<file path="src/rtl/morse_tx.sv">
// Pops ASCII characters from a FIFO and keys them out as International Morse.
// Timing is counted in units of UNIT_CLKS clocks; key_o is registered.
module morse_tx #(
  parameter int WORD_BITS = 8,
  parameter int UNIT_CLKS = 10000000
) (
  input  logic                 clk_i,
  input  logic                 reset_i,
  input  logic                 fifo_empty_i,
  input  logic [WORD_BITS-1:0] fifo_rdata_i,
  output logic                 fifo_read_o,
  output logic                 key_o,
  output logic                 busy_o,
  output logic                 bad_char_o
);

  localparam int CW = $clog2(7*UNIT_CLKS);
  localparam logic [CW-1:0] LAST1 = CW'(UNIT_CLKS-1);
  localparam logic [CW-1:0] LAST3 = CW'(3*UNIT_CLKS-1);
  localparam logic [CW-1:0] LAST7 = CW'(7*UNIT_CLKS-1);

  typedef enum logic [2:0] {IDLE, FETCH, LOAD, MARK, GAP_EL, GAP_CHAR, GAP_WORD} state_t;

  state_t        state, state_nxt;
  logic [CW-1:0] cnt;
  logic [6:0]    ch;
  logic [4:0]    pat;      // remaining elements, current one at bit 4
  logic [2:0]    rem;      // elements left including the current one
  logic [6:0]    up;
  logic [7:0]    code;
  logic          is_space;
  logic          rd_nxt;
  logic          unused_hi;

  assign unused_hi = ^fifo_rdata_i[WORD_BITS-1:7];

  // {element count, pattern left-aligned}; count 0 marks an unsupported code
  function automatic logic [7:0] enc(input logic [6:0] c);
    case (c)
      7'h41: enc = {3'd2, 5'b01000};  7'h42: enc = {3'd4, 5'b10000};
      7'h43: enc = {3'd4, 5'b10100};  7'h44: enc = {3'd3, 5'b10000};
      7'h45: enc = {3'd1, 5'b00000};  7'h46: enc = {3'd4, 5'b00100};
      7'h47: enc = {3'd3, 5'b11000};  7'h48: enc = {3'd4, 5'b00000};
      7'h49: enc = {3'd2, 5'b00000};  7'h4A: enc = {3'd4, 5'b01110};
      7'h4B: enc = {3'd3, 5'b10100};  7'h4C: enc = {3'd4, 5'b01000};
      7'h4D: enc = {3'd2, 5'b11000};  7'h4E: enc = {3'd2, 5'b10000};
      7'h4F: enc = {3'd3, 5'b11100};  7'h50: enc = {3'd4, 5'b01100};
      7'h51: enc = {3'd4, 5'b11010};  7'h52: enc = {3'd3, 5'b01000};
      7'h53: enc = {3'd3, 5'b00000};  7'h54: enc = {3'd1, 5'b10000};
      7'h55: enc = {3'd3, 5'b00100};  7'h56: enc = {3'd4, 5'b00010};
      7'h57: enc = {3'd3, 5'b01100};  7'h58: enc = {3'd4, 5'b10010};
      7'h59: enc = {3'd4, 5'b10110};  7'h5A: enc = {3'd4, 5'b11000};
      7'h30: enc = {3'd5, 5'b11111};  7'h31: enc = {3'd5, 5'b01111};
      7'h32: enc = {3'd5, 5'b00111};  7'h33: enc = {3'd5, 5'b00011};
      7'h34: enc = {3'd5, 5'b00001};  7'h35: enc = {3'd5, 5'b00000};
      7'h36: enc = {3'd5, 5'b10000};  7'h37: enc = {3'd5, 5'b11000};
      7'h38: enc = {3'd5, 5'b11100};  7'h39: enc = {3'd5, 5'b11110};
      default: enc = 8'h00;
    endcase
  endfunction

  assign up       = (ch >= 7'h61 && ch <= 7'h7A) ? ch - 7'h20 : ch;
  assign code     = enc(up);
  assign is_space = (ch == 7'h20);

  always_comb begin
    state_nxt = state;
    case (state)
      IDLE:     if (fifo_read_o) state_nxt = FETCH;
      FETCH:    state_nxt = LOAD;
      LOAD:     if (is_space)              state_nxt = GAP_WORD;
                else if (code[7:5] != 3'd0) state_nxt = MARK;
                else                       state_nxt = IDLE;
      MARK:     if (cnt == (pat[4] ? LAST3 : LAST1))
                  state_nxt = (rem > 3'd1) ? GAP_EL : GAP_CHAR;
      GAP_EL:   if (cnt == LAST1) state_nxt = MARK;
      GAP_CHAR: if (cnt == LAST3) state_nxt = IDLE;
      GAP_WORD: if (cnt == LAST7) state_nxt = IDLE;
      default:  state_nxt = IDLE;
    endcase
    // pop is decided on the way into IDLE so it lands in IDLE's first cycle
    rd_nxt = (state_nxt == IDLE) && !fifo_empty_i;
  end

  always_ff @(posedge clk_i) begin
    if (reset_i) begin
      state       <= IDLE;
      cnt         <= '0;
      fifo_read_o <= 1'b0;
      key_o       <= 1'b0;
      ch          <= '0;
      pat         <= '0;
      rem         <= '0;
    end else begin
      state       <= state_nxt;
      cnt         <= (state_nxt != state) ? '0 : cnt + 1'b1;
      fifo_read_o <= rd_nxt;
      key_o       <= (state_nxt == MARK);
      if (state == FETCH) ch <= fifo_rdata_i[6:0];
      if (state == LOAD) begin
        pat <= code[4:0];
        rem <= code[7:5];
      end
      if (state == MARK && state_nxt == GAP_EL) begin
        pat <= {pat[3:0], 1'b0};
        rem <= rem - 3'd1;
      end
    end
  end

  assign busy_o     = (state != IDLE);
  assign bad_char_o = (state == LOAD) && !is_space && (code[7:5] == 3'd0);

endmodule

</file>
<file path="config.mk">
export PLATFORM = sky130hd
export DESIGN_NAME = morse_tx
export DESIGN_NICKNAME = d
export VERILOG_FILES = /design/src/rtl/morse_tx.sv
export SDC_FILE = /design/constraint.sdc
export NUM_CORES = 1
export LEC_CHECK = 0
export CAP_MARGIN = 20
export CORE_ASPECT_RATIO = 2
export CORE_UTILIZATION = 66
export DETAILED_ROUTE_END_ITERATION = 8
export PLACE_DENSITY = 0.86
export SLEW_MARGIN = 25
export SYNTH_ARGS = -nofsm -noshare
export SYNTH_HDL_FRONTEND = slang
export SYNTH_SLANG_ARGS = --single-unit
</file>
<file path="constraint.sdc">
create_clock -name clk_i -period 7.2 [get_ports clk_i]
set_input_delay 1.44 -clock clk_i [delete_from_list [all_inputs] [get_ports clk_i]]
set_output_delay 1.44 -clock clk_i [all_outputs]
set_load 0.01 [all_outputs]
</file>
==> results of run 1 <==
-- worst reg2reg max path, stage by stage, from the launching register on --
cell,delay [ps]
dfxtp_1,720
inv_1,260
ha_1,340
nand3_1,140
or2_4,150
a221oi_4,80
or2_4,290
or4_4,540
a31oi_4,840
nor4b_1,170
-- state kept, by name, summed over array words and instances (netlist names) --
register	flops
fifo_read_o	1
pat	5
ch	7
rem	3
cnt	27
key_o	1
state	3
-- cell usage in the layout (no fill, tap or decap), drive strengths merged, types with 11 or more instances in the layout --
cell           synthesis  final
dfxtp                 47     47
nand2                 36     36
nor2                  30     30
nor4b                 26     26
a21oi                 18     18
nand3                 17     17
xor2                  14     14
and3                  13     13
clkdlybuf4s50          0     13
inv                   12     12
xnor2                 12     12
ha                    12     12
nor3                  12     12
o21ai                 11     11
-- layer usage --
| layer | GRT usage (%) | up-vias | share of wire [%] |
|---|---|---|---|
| li1 | - | 1453 | - |
| met1 | 32.5 | 1460 | 35 |
| met2 | 58.8 | 97 | 56 |
| met3 | 5.39 | 41 | 4.1 |
| met4 | 19.7 | 0 | 5.4 |
| met5 | 0 | - | 0 |
-- worst max path at each step --
stage	startpoint	endpoint	slack (ps)	depth (start not counted)
after floorplan	ch[1]	bad_char_o	3400	9
after global placement	ch[1]	bad_char_o	2650	9
after detailed placement	ch[1]	bad_char_o	2670	9
after CTS	ch[1]	bad_char_o	2340	9
after global routing	ch[1]	bad_char_o	2030	9
final	ch[1]	bad_char_o	2240	9
-- area by class of cell --
| class | count | area (um^2) |
|---|---|---|
| multi-input combinational | 309 | 2380 |
| fill | 392 | 1450 |
| sequential | 47 | 941 |
| timing repair buffer | 15 | 145 |
| clock buffer | 6 | 72.6 |
| tap | 58 | 72.6 |
| inverter | 12 | 45.0 |
| clock inverter | 1 | 30.0 |
-- cells by family (layout without fill, tap and decap cells) --
family          after synthesis  after routing
fa+ha+maj                    12             12
simple gates                187            187
xor+xnor                     26             26
mux                          10             10
flops                        47             47
compound gates               74             74
buf+inv                      36             34
-- stage by stage --
stage,util (%),setup slack (ps),std cells,instance area [um^2]
final,71.8,2240,448,3690
after global routing,71.8,2030,448,3690
after CTS,71.8,2340,448,3690
after detailed placement,69.8,2670,441,3590
after global placement,69.8,2650,441,3580
after floorplan,-,3400,392,3510
-- power by group through the flow --
stage | clock network, mW | registers, mW | logic [mW]
finish | 0.187 | 0.275 | 0.0837
global route | 0.198 | 0.276 | 0.0916
CTS | 0.188 | 0.275 | 0.0832
detailed placement | 0 | 0.281 | 0.0829
global placement | 0 | 0.281 | 0.0816
floorplan | 0 | 0.276 | 0.0735
==> metrics, run 1 <==
Clock transition at path regs=90 ps; largest net degree at the start of global routing=32; area grow syn2layout=4.98%; total power=546 uW; initial antenna violation count=0; Synth Warn #=0; flops & latches, synth=47; drt first pass iters=4; die area=0.00564 mm^2; Via Count=3051; Netlist Area Pre-Place=0.00351 mm^2; CTS Buf Count=5; Post-Route Setup TNS=0 ps; Hold Path Cell Cnt=2; Site Rows=37; Int Pwr=402 uW; syn_area_per_cell=8.97 um^2; critical path's top delay family=buffers and inverters; pwr dens=148 mW/mm^2; synth top area cells=dfxtp_1 27%, nor4b_2 8.1%, ha_1 4.3%; max_cap viols=0; DRC viols=0; post-synthesis adder-cell area fraction=4.27%; critical path peak fanout=15; vias per cell=6.81; EDFF count, synth=0; Tightest Pin Transition=1040 ps; Initial Utilization=68.4%; Req. time, crit path=5760 ps; CP cell instances=inv_1, ha_1, inv_1, o21ai_0, a221oi_1, and3_1, o2bb2ai_4, a311oi_1, clkdlybuf4s50_1; post-synthesis sequential area ratio=26.8%; Skew-Pair Late Insertion Delay=300 ps; count of different cell masters after synthesis=68; top post-synthesis cells by count=47 x dfxtp_1, 36 x nand2_1, 30 x nor2_1; final setup fails=0; CP startpoint kind=flop; worst reg2reg endpoint=cnt[16]; max_slew headroom=30.6%; vias in the first global route=3078; dominant synthesized flop cell=dfxtp_1; Initial DRC Count=101; FF-to-FF Start=ch[1]; clk_skew=6.51 ps; final worst-path cycle share=68.9%; clock buffer depth=2; final WL=8.27 mm; Die Ht=105 um; Inserted Diodes=0; WP buf/inv=3; CP peak stage delay=720 ps; DRT antenna net count=0; Hold Path Class=flop to flop; Logic pwr share=15.3%; Hold EP=pat[2]; r2r setup slk=3500 ps; die width=53.6 um; WL per Instance=18.5 um; Tmin final=4960 ps; part of the power in the clock network=34.3%; sw frac=26.4%; leakage power=1.19 nW; final hold viol count=0; hpwl dp=6.11 mm; Resized Gates After CTS=0; postcts setup bufs=0; Final nets=413; top-count cell post-synth=dfxtp_1; Hold Slack=483 ps; Synth async-reset ratio=0%; mux cell area share after synthesis=3.74%; syn nets=415; GP Congestion=0.922; NetSw=144 uW; buffers added on ports=13; Hold-fix buffers, CTS=0; CTS tree=yes; grt ovf=0; H-tree levels=2; share of layout cells above drive strength 1=13.8%; Slew Viols, Final=0; first-pass GRT wire length=14.0 mm; Core Region=0.00514 mm^2; largest family of logic cells by synthesized area=simple AND/OR/NAND/NOR gates; Synth top area share=26.8%; status=complete, no violations; Synth Area in Compound Gates=17.7%; I/O pin count=15; clock sink total=47; hold path startpoint=pat[1]; Crit. End Element=output port; R2R cell count=9; sequential power share=50.4%; crit path kind=flop to output port; unrepaired setup endpoints after global routing=false; CP max stage cell=dfxtp_1; Peak VDD IR=0.134 mV; WP data arrival=3520 ps; Post-Synth Simple-Gate Area=35.6%; Worst path most repeated cell=inv_1; Synth Area in XOR/XNOR=6.48%; Root Buffer Master=clkbuf_8; total track usage=32.8%; fmax=202 MHz; Cells after Synth=392; Synth area leader=dfxtp_1
(Power assumes the default switching activity.)
==> run 2, diff against run 1 <==
--- a/config.mk
+++ b/config.mk
@@ -7,9 +7,9 @@
 export LEC_CHECK = 0
 export CAP_MARGIN = 20
 export CORE_ASPECT_RATIO = 2
-export CORE_UTILIZATION = 66
+export CORE_UTILIZATION = 55
 export DETAILED_ROUTE_END_ITERATION = 8
-export PLACE_DENSITY = 0.86
+export PLACE_DENSITY = 0.76
 export SLEW_MARGIN = 25
 export SYNTH_ARGS = -nofsm -noshare
 export SYNTH_HDL_FRONTEND = slang
==> constraint.sdc (replaced) <==
create_clock -name clk_i -period 4.1 [get_ports clk_i]
set_input_delay 0.82 -clock clk_i [delete_from_list [all_inputs] [get_ports clk_i]]
set_output_delay 0.82 -clock clk_i [all_outputs]
set_load 0.01 [all_outputs]
==> metrics, run 2 (same netlist as run 1, synthesis figures left out) <==
Post-Route Setup TNS=0 ps (unchanged); postcts setup bufs=0 (unchanged); pre-CTS WS=408 ps (-2260 ps); total track usage=27.7% (-5.1 points); clk_skew=6.97 ps (+0.450 ps); buffers added on ports=13 (unchanged); grt ovf=0 (unchanged); Placed Area=0.00366 mm^2 (+2.1%); unrepaired setup endpoints after global routing=false; CTS tree=yes; final WL=8.68 mm (+5.0%); Site Rows=40 (+8.1%); crit path kind=flop to output port; final hold viol count=0 (unchanged); Hold Path Cell Cnt=2 (unchanged); total power=1.03 mW (+89%); Tmin final=3900 ps; Fill cells=575 (+47%); final worst-path cycle share=95.1%; worst setup margin=199 ps (-2040 ps); Top reg by flops=cnt; FF-to-FF Start=cnt[0]; GP Congestion=0.901 (-2.3%); commonest non-fill, non-tap cell in the layout=dfxtp_1; first-pass GRT wire length=14.3 mm (+2.2%); status=complete, no violations; WP data arrival=3080 ps (-440 ps); Hold Slack=468 ps (-14.9 ps); fin area=0.00380 mm^2 (+3.0%); max FFs per register=27 (unchanged); largest net degree at the start of global routing=28 (-13%); Slew Viols, Final=0 (unchanged); max_cap viols=0 (unchanged); DRC viols=0 (unchanged); hold path startpoint=pat[3]; hpwl dp=6.42 mm (+5.1%); die area=0.00673 mm^2 (+19%); Via Count=3055 (+0.13%); critical path peak fanout=6 (-9); Inserted Diodes=0 (unchanged); Crit. End Element=output port; WL per Instance=18.1 um (-2.2%); vias per cell=6.35 (-6.7%); Req. time, crit path=3280 ps (-2480 ps); Root Buffer Master=clkbuf_16; CTS Buf Count=5 (unchanged); placed insts=473 (+7.3%); pwr dens=271 mW/mm^2 (+83%); Die Ht=115 um (+9.4%); Clock transition at path regs=60 ps (-30 ps); clock sink total=47 (unchanged); worst reg2reg endpoint=cnt[13]; area grow syn2layout=8.15%; Initial Utilization=57.6% (-11 points); Peak VDD IR=0.263 mV (+96%); Initial DRC Count=233 (+130%); DRT antenna net count=0 (unchanged); die width=58.5 um (+9.2%); share of layout cells above drive strength 1=15.1% (+1.3 points); Tightest Pin Transition=980 ps (-60.3 ps); fin util=62.3% (-9.6 points); R2R cell count=9 (unchanged); clock buffer depth=2 (unchanged); CP startpoint kind=flop; Cell Count, Final, Fillers Out=481 (+7.4%); most frequent cells in the layout=46 x dfxtp_1, 36 x nand2_1, 30 x nor2_1; Final nets=419 (+1.5%); r2r setup slk=1090 ps (-2410 ps); Hold Path Class=flop to flop; drt first pass iters=4 (unchanged); vias in the first global route=3069 (-0.29%); I/O pin count=15 (unchanged); largest registers=cnt x27, ch x7, pat x5; fmax=256 MHz; leakage power=1.24 nW (+4.0%); Core Region=0.00611 mm^2 (+19%); Skew-Pair Late Insertion Delay=290 ps (about the same); initial antenna violation count=0 (unchanged); final setup fails=0 (unchanged); Hold EP=pat[4]; max_slew headroom=34.2% (+3.5 points); H-tree levels=2 (unchanged)
run 2: cell count changes in the layout (fill, tap and decap cells not counted):
| cell | previous run | this run |
|---|---|---|
| a21boi_1 | 0 | 1 |
| clkbuf_16 | 0 | 5 |
| buf_4 | 2 | 8 |
| clkinv_2 | 0 | 1 |
| nor2_1 | 29 | 30 |
| bufinv_16 | 1 | 0 |
| dfxtp_2 | 0 | 1 |
| clkbuf_1 | 1 | 2 |
| a21boi_0 | 1 | 0 |
| nor2_2 | 1 | 0 |
| dfxtp_1 | 47 | 46 |
| clkbuf_8 | 5 | 0 |
run 2: final cells by class:
| type | instances | area (um^2) | share of cell area [%] |
|---|---|---|---|
| clock buffer | 7 | 133 | 3.49 |
| timing repair buffer | 21 | 190 | 5.00 |
| inverter | 12 | 45.0 | 1.18 |
| sequential | 47 | 942 | 24.8 |
| clock inverter | 1 | 5.00 | 0.132 |
| multi-input combinational | 309 | 2380 | 62.6 |
| tap | 84 | 105 | 2.76 |
run 2: critical path, cell delays in order, from the launching register on:
cell and delay [ps]:
dfxtp_1 360, inv_1 120, ha_1 290, inv_1 110, o21ai_0 70, a221oi_1 540
and3_1 290, o2bb2ai_4 120, a311oi_1 290, clkdlybuf4s50_1 590
run 2: worst max path at each step:
| stage | startpoint | end | slack [ps] |
|---|---|---|---|
| finish | ch[1] | bad_char_o | 200 |
| global route | ch[1] | bad_char_o | 9 |
| CTS | ch[4] | bad_char_o | 90 |
| detailed placement | ch[4] | bad_char_o | 410 |
| global placement | ch[4] | bad_char_o | 460 |
| floorplan | ch[1] | bad_char_o | 920 |
run 2: where the power goes:
group | total (mW) | leakage [nW] | switching, mW | internal (mW)
Clock | 0.391 | 0.0679 | 0.166 | 0.225
Combinational | 0.158 | 0.793 | 0.0923 | 0.0658
Sequential | 0.481 | 0.380 | 0.0141 | 0.467
Total | 1.03 | 1.24 | 0.272 | 0.758
run 2: what timing repair did:
action / in CTS / in global routing
resized for setup: 0 / 2
hold buffers: 0 / 0
endpoints found under the setup margin: 0 / 1
run 2: per-layer routing:
layer  vias to the layer above  global-route usage, %  wire, um
li1                       1471                      -         -
met1                      1500                   25.5      3170
met2                        53                   54.6      5000
met3                        31                   3.94       164
met4                         0                   16.3       349
met5                         -                      0         0
==> run 3, diff against run 2 <==
--- a/config.mk
+++ b/config.mk
@@ -7,10 +7,11 @@
 export LEC_CHECK = 0
 export CAP_MARGIN = 20
 export CORE_ASPECT_RATIO = 2
-export CORE_UTILIZATION = 55
+export CORE_UTILIZATION = 51
 export DETAILED_ROUTE_END_ITERATION = 8
-export PLACE_DENSITY = 0.76
+export PLACE_DENSITY = 0.72
 export SLEW_MARGIN = 25
 export SYNTH_ARGS = -nofsm -noshare
 export SYNTH_HDL_FRONTEND = slang
 export SYNTH_SLANG_ARGS = --single-unit
+export TNS_END_PERCENT = 10
==> metrics, run 3 (same netlist as run 1, synthesis figures left out) <==
max_cap viols=0 (unchanged); max FFs per register=27 (unchanged); largest registers=cnt x27, ch x7, pat x5; total track usage=26.2% (-1.5 points); final worst-path cycle share=95.8% (+0.68 points); grt ovf=0 (unchanged); Peak VDD IR=0.313 mV (+19%); pwr dens=289 mW/mm^2 (+6.6%); Top Layer Used=met4; Post-Route Setup TNS=0 ps (unchanged); DRC viols=0 (unchanged); CP startpoint kind=flop; clk_skew=3.26 ps (-3.71 ps); Skew-Pair Late Insertion Delay=290 ps (about the same); clock buffer depth=2 (unchanged); share of layout cells above drive strength 1=15.9% (+0.76 points); worst setup margin=171 ps (-28.0 ps); CTS tree=yes; initial antenna violation count=0 (unchanged); I/O pin count=15 (unchanged); Die Ht=119 um (+3.8%); Cell Count, Final, Fillers Out=485 (+0.83%); area grow syn2layout=9.86%; crit path kind=flop to output port; Root Buffer Master=clkbuf_16; Clock transition at path regs=60 ps (about the same); drt first pass iters=4 (unchanged); die area=0.00725 mm^2 (+7.6%); Top reg by flops=cnt; Tightest Pin Transition=849 ps (-131 ps); H-tree levels=2 (unchanged); Hold Path Class=flop to flop; Hold-fix buffers, CTS=0 (unchanged); largest net degree at the start of global routing=28 (unchanged); Inserted Diodes=0 (unchanged); WL per Instance=17.5 um (-2.8%); critical path peak fanout=7 (+1); Initial Utilization=53.1% (-4.5 points); max_slew headroom=43.2% (+9.0 points); Fill cells=628 (+9.2%); die width=60.7 um (+3.7%); DRT antenna net count=0 (unchanged); Via Count=3013 (-1.4%); clock sink total=47 (unchanged); hpwl dp=6.30 mm (-1.8%); first-pass GRT wire length=14.3 mm (-0.15%); Initial DRC Count=254 (+9.0%); pre-CTS WS=444 ps (+35.7 ps); CTS Buf Count=5 (unchanged); unrepaired setup endpoints after global routing=false; met2 WL=4.83 mm (-3.3%); Site Rows=42 (+5.0%); WP data arrival=3110 ps (+30 ps); vias in the first global route=3108 (+1.3%); buffers added on ports=13 (unchanged); Final nets=419 (unchanged); most frequent cells in the layout=47 x dfxtp_1, 36 x nand2_1, 30 x nor2_1; commonest non-fill, non-tap cell in the layout=dfxtp_1; GP Congestion=0.933 (+3.6%); fmax=255 MHz (-0.71%); WL met1=2.99 mm (-5.9%); Crit. End Element=output port; final WL=8.51 mm (-2.0%); Req. time, crit path=3280 ps (about the same); Tmin final=3930 ps (+28.0 ps); Core Region=0.00662 mm^2 (+8.4%); placed insts=477 (+0.85%); status=complete, no violations; total power=1.12 mW (+8.3%); final hold viol count=0 (unchanged); final setup fails=0 (unchanged); vias per cell=6.21 (-2.2%); Slew Viols, Final=0 (unchanged); leakage power=1.27 nW (+2.1%); met3 wire length=244 um (+49%)
## run 3: cell types whose count changed in the layout (fill, tap and decap cells not counted)
cell,previous run,this run
o211ai_4,0,1
nor3_2,1,2
dfxtp_2,1,0
clkbuf_8,0,1
a221oi_2,0,1
bufinv_16,0,1
nor3_1,11,10
clkbuf_1,2,0
a221oi_1,1,0
o211ai_2,1,0
a21boi_0,0,1
dfxtp_1,46,47
a21boi_1,1,0
## run 3: timing repair
action | in CTS | in global routing
setup buffers | 0 | 0
endpoints found under the setup margin | 0 | 1
resized for setup | 0 | 2
## run 3: area by class of cell
class                      instances  area, um^2  share of cell area [%]
clock inverter                     2        35.0                   0.907
tap                               88         110                    2.85
clock buffer                       6         139                    3.60
inverter                          12        45.0                    1.17
timing repair buffer              21         190                    4.93
multi-input combinational        309        2400                    62.2
sequential                        47         941                    24.4
## run 3: critical path, cell delays in order (launching register included)
cell	delay [ps]
dfxtp_1	490
ha_1	330
nand3_1	120
or2_4	260
a221oi_4	380
nor4_2	140
o2bb2ai_4	170
a311oi_1	320
clkdlybuf4s50_1	590
## run 3: report_power, final
part	switching [mW]	total (mW)	internal (mW)	leakage (nW)
Combinational	0.0922	0.158	0.0660	0.801
Sequential	0.0141	0.481	0.467	0.380
Clock	0.174	0.477	0.303	0.0868
## run 3: stage by stage
| stage | instance area, um^2 | hold WS [ps] | util [%] |
|---|---|---|---|
| 3_3_place_gp | 3670 | 455 | 55.4 |
| 5_1_grt | 3860 | 493 | 58.3 |
| 6_report | 3860 | 468 | 58.3 |
| 4_1_cts | 3840 | 471 | 58.0 |
| 2_1_floorplan | 3510 | 436 | - |
| 3_5_place_dp | 3670 | 463 | 55.4 |
## run 3: per-layer routing
layer  global-route usage (%)  up-vias
met5                        0        -
met4                     17.9        0
met3                     4.23       34
met1                     25.4     1441
met2                     47.2       67
li1                         -     1471
## run 3: worst paths after layout
| check | startpoint | endpoint | slack, ps | depth (start not counted) |
|---|---|---|---|---|
| worst min-delay path | pat[2] | pat[3] | 470 | 2 |
| worst min register to register | pat[2] | pat[3] | 470 | 2 |
| worst max-delay path | ch[0] | bad_char_o | 170 | 8 |
| worst max register to register | ch[0] | cnt[1] | 1010 | 10 |
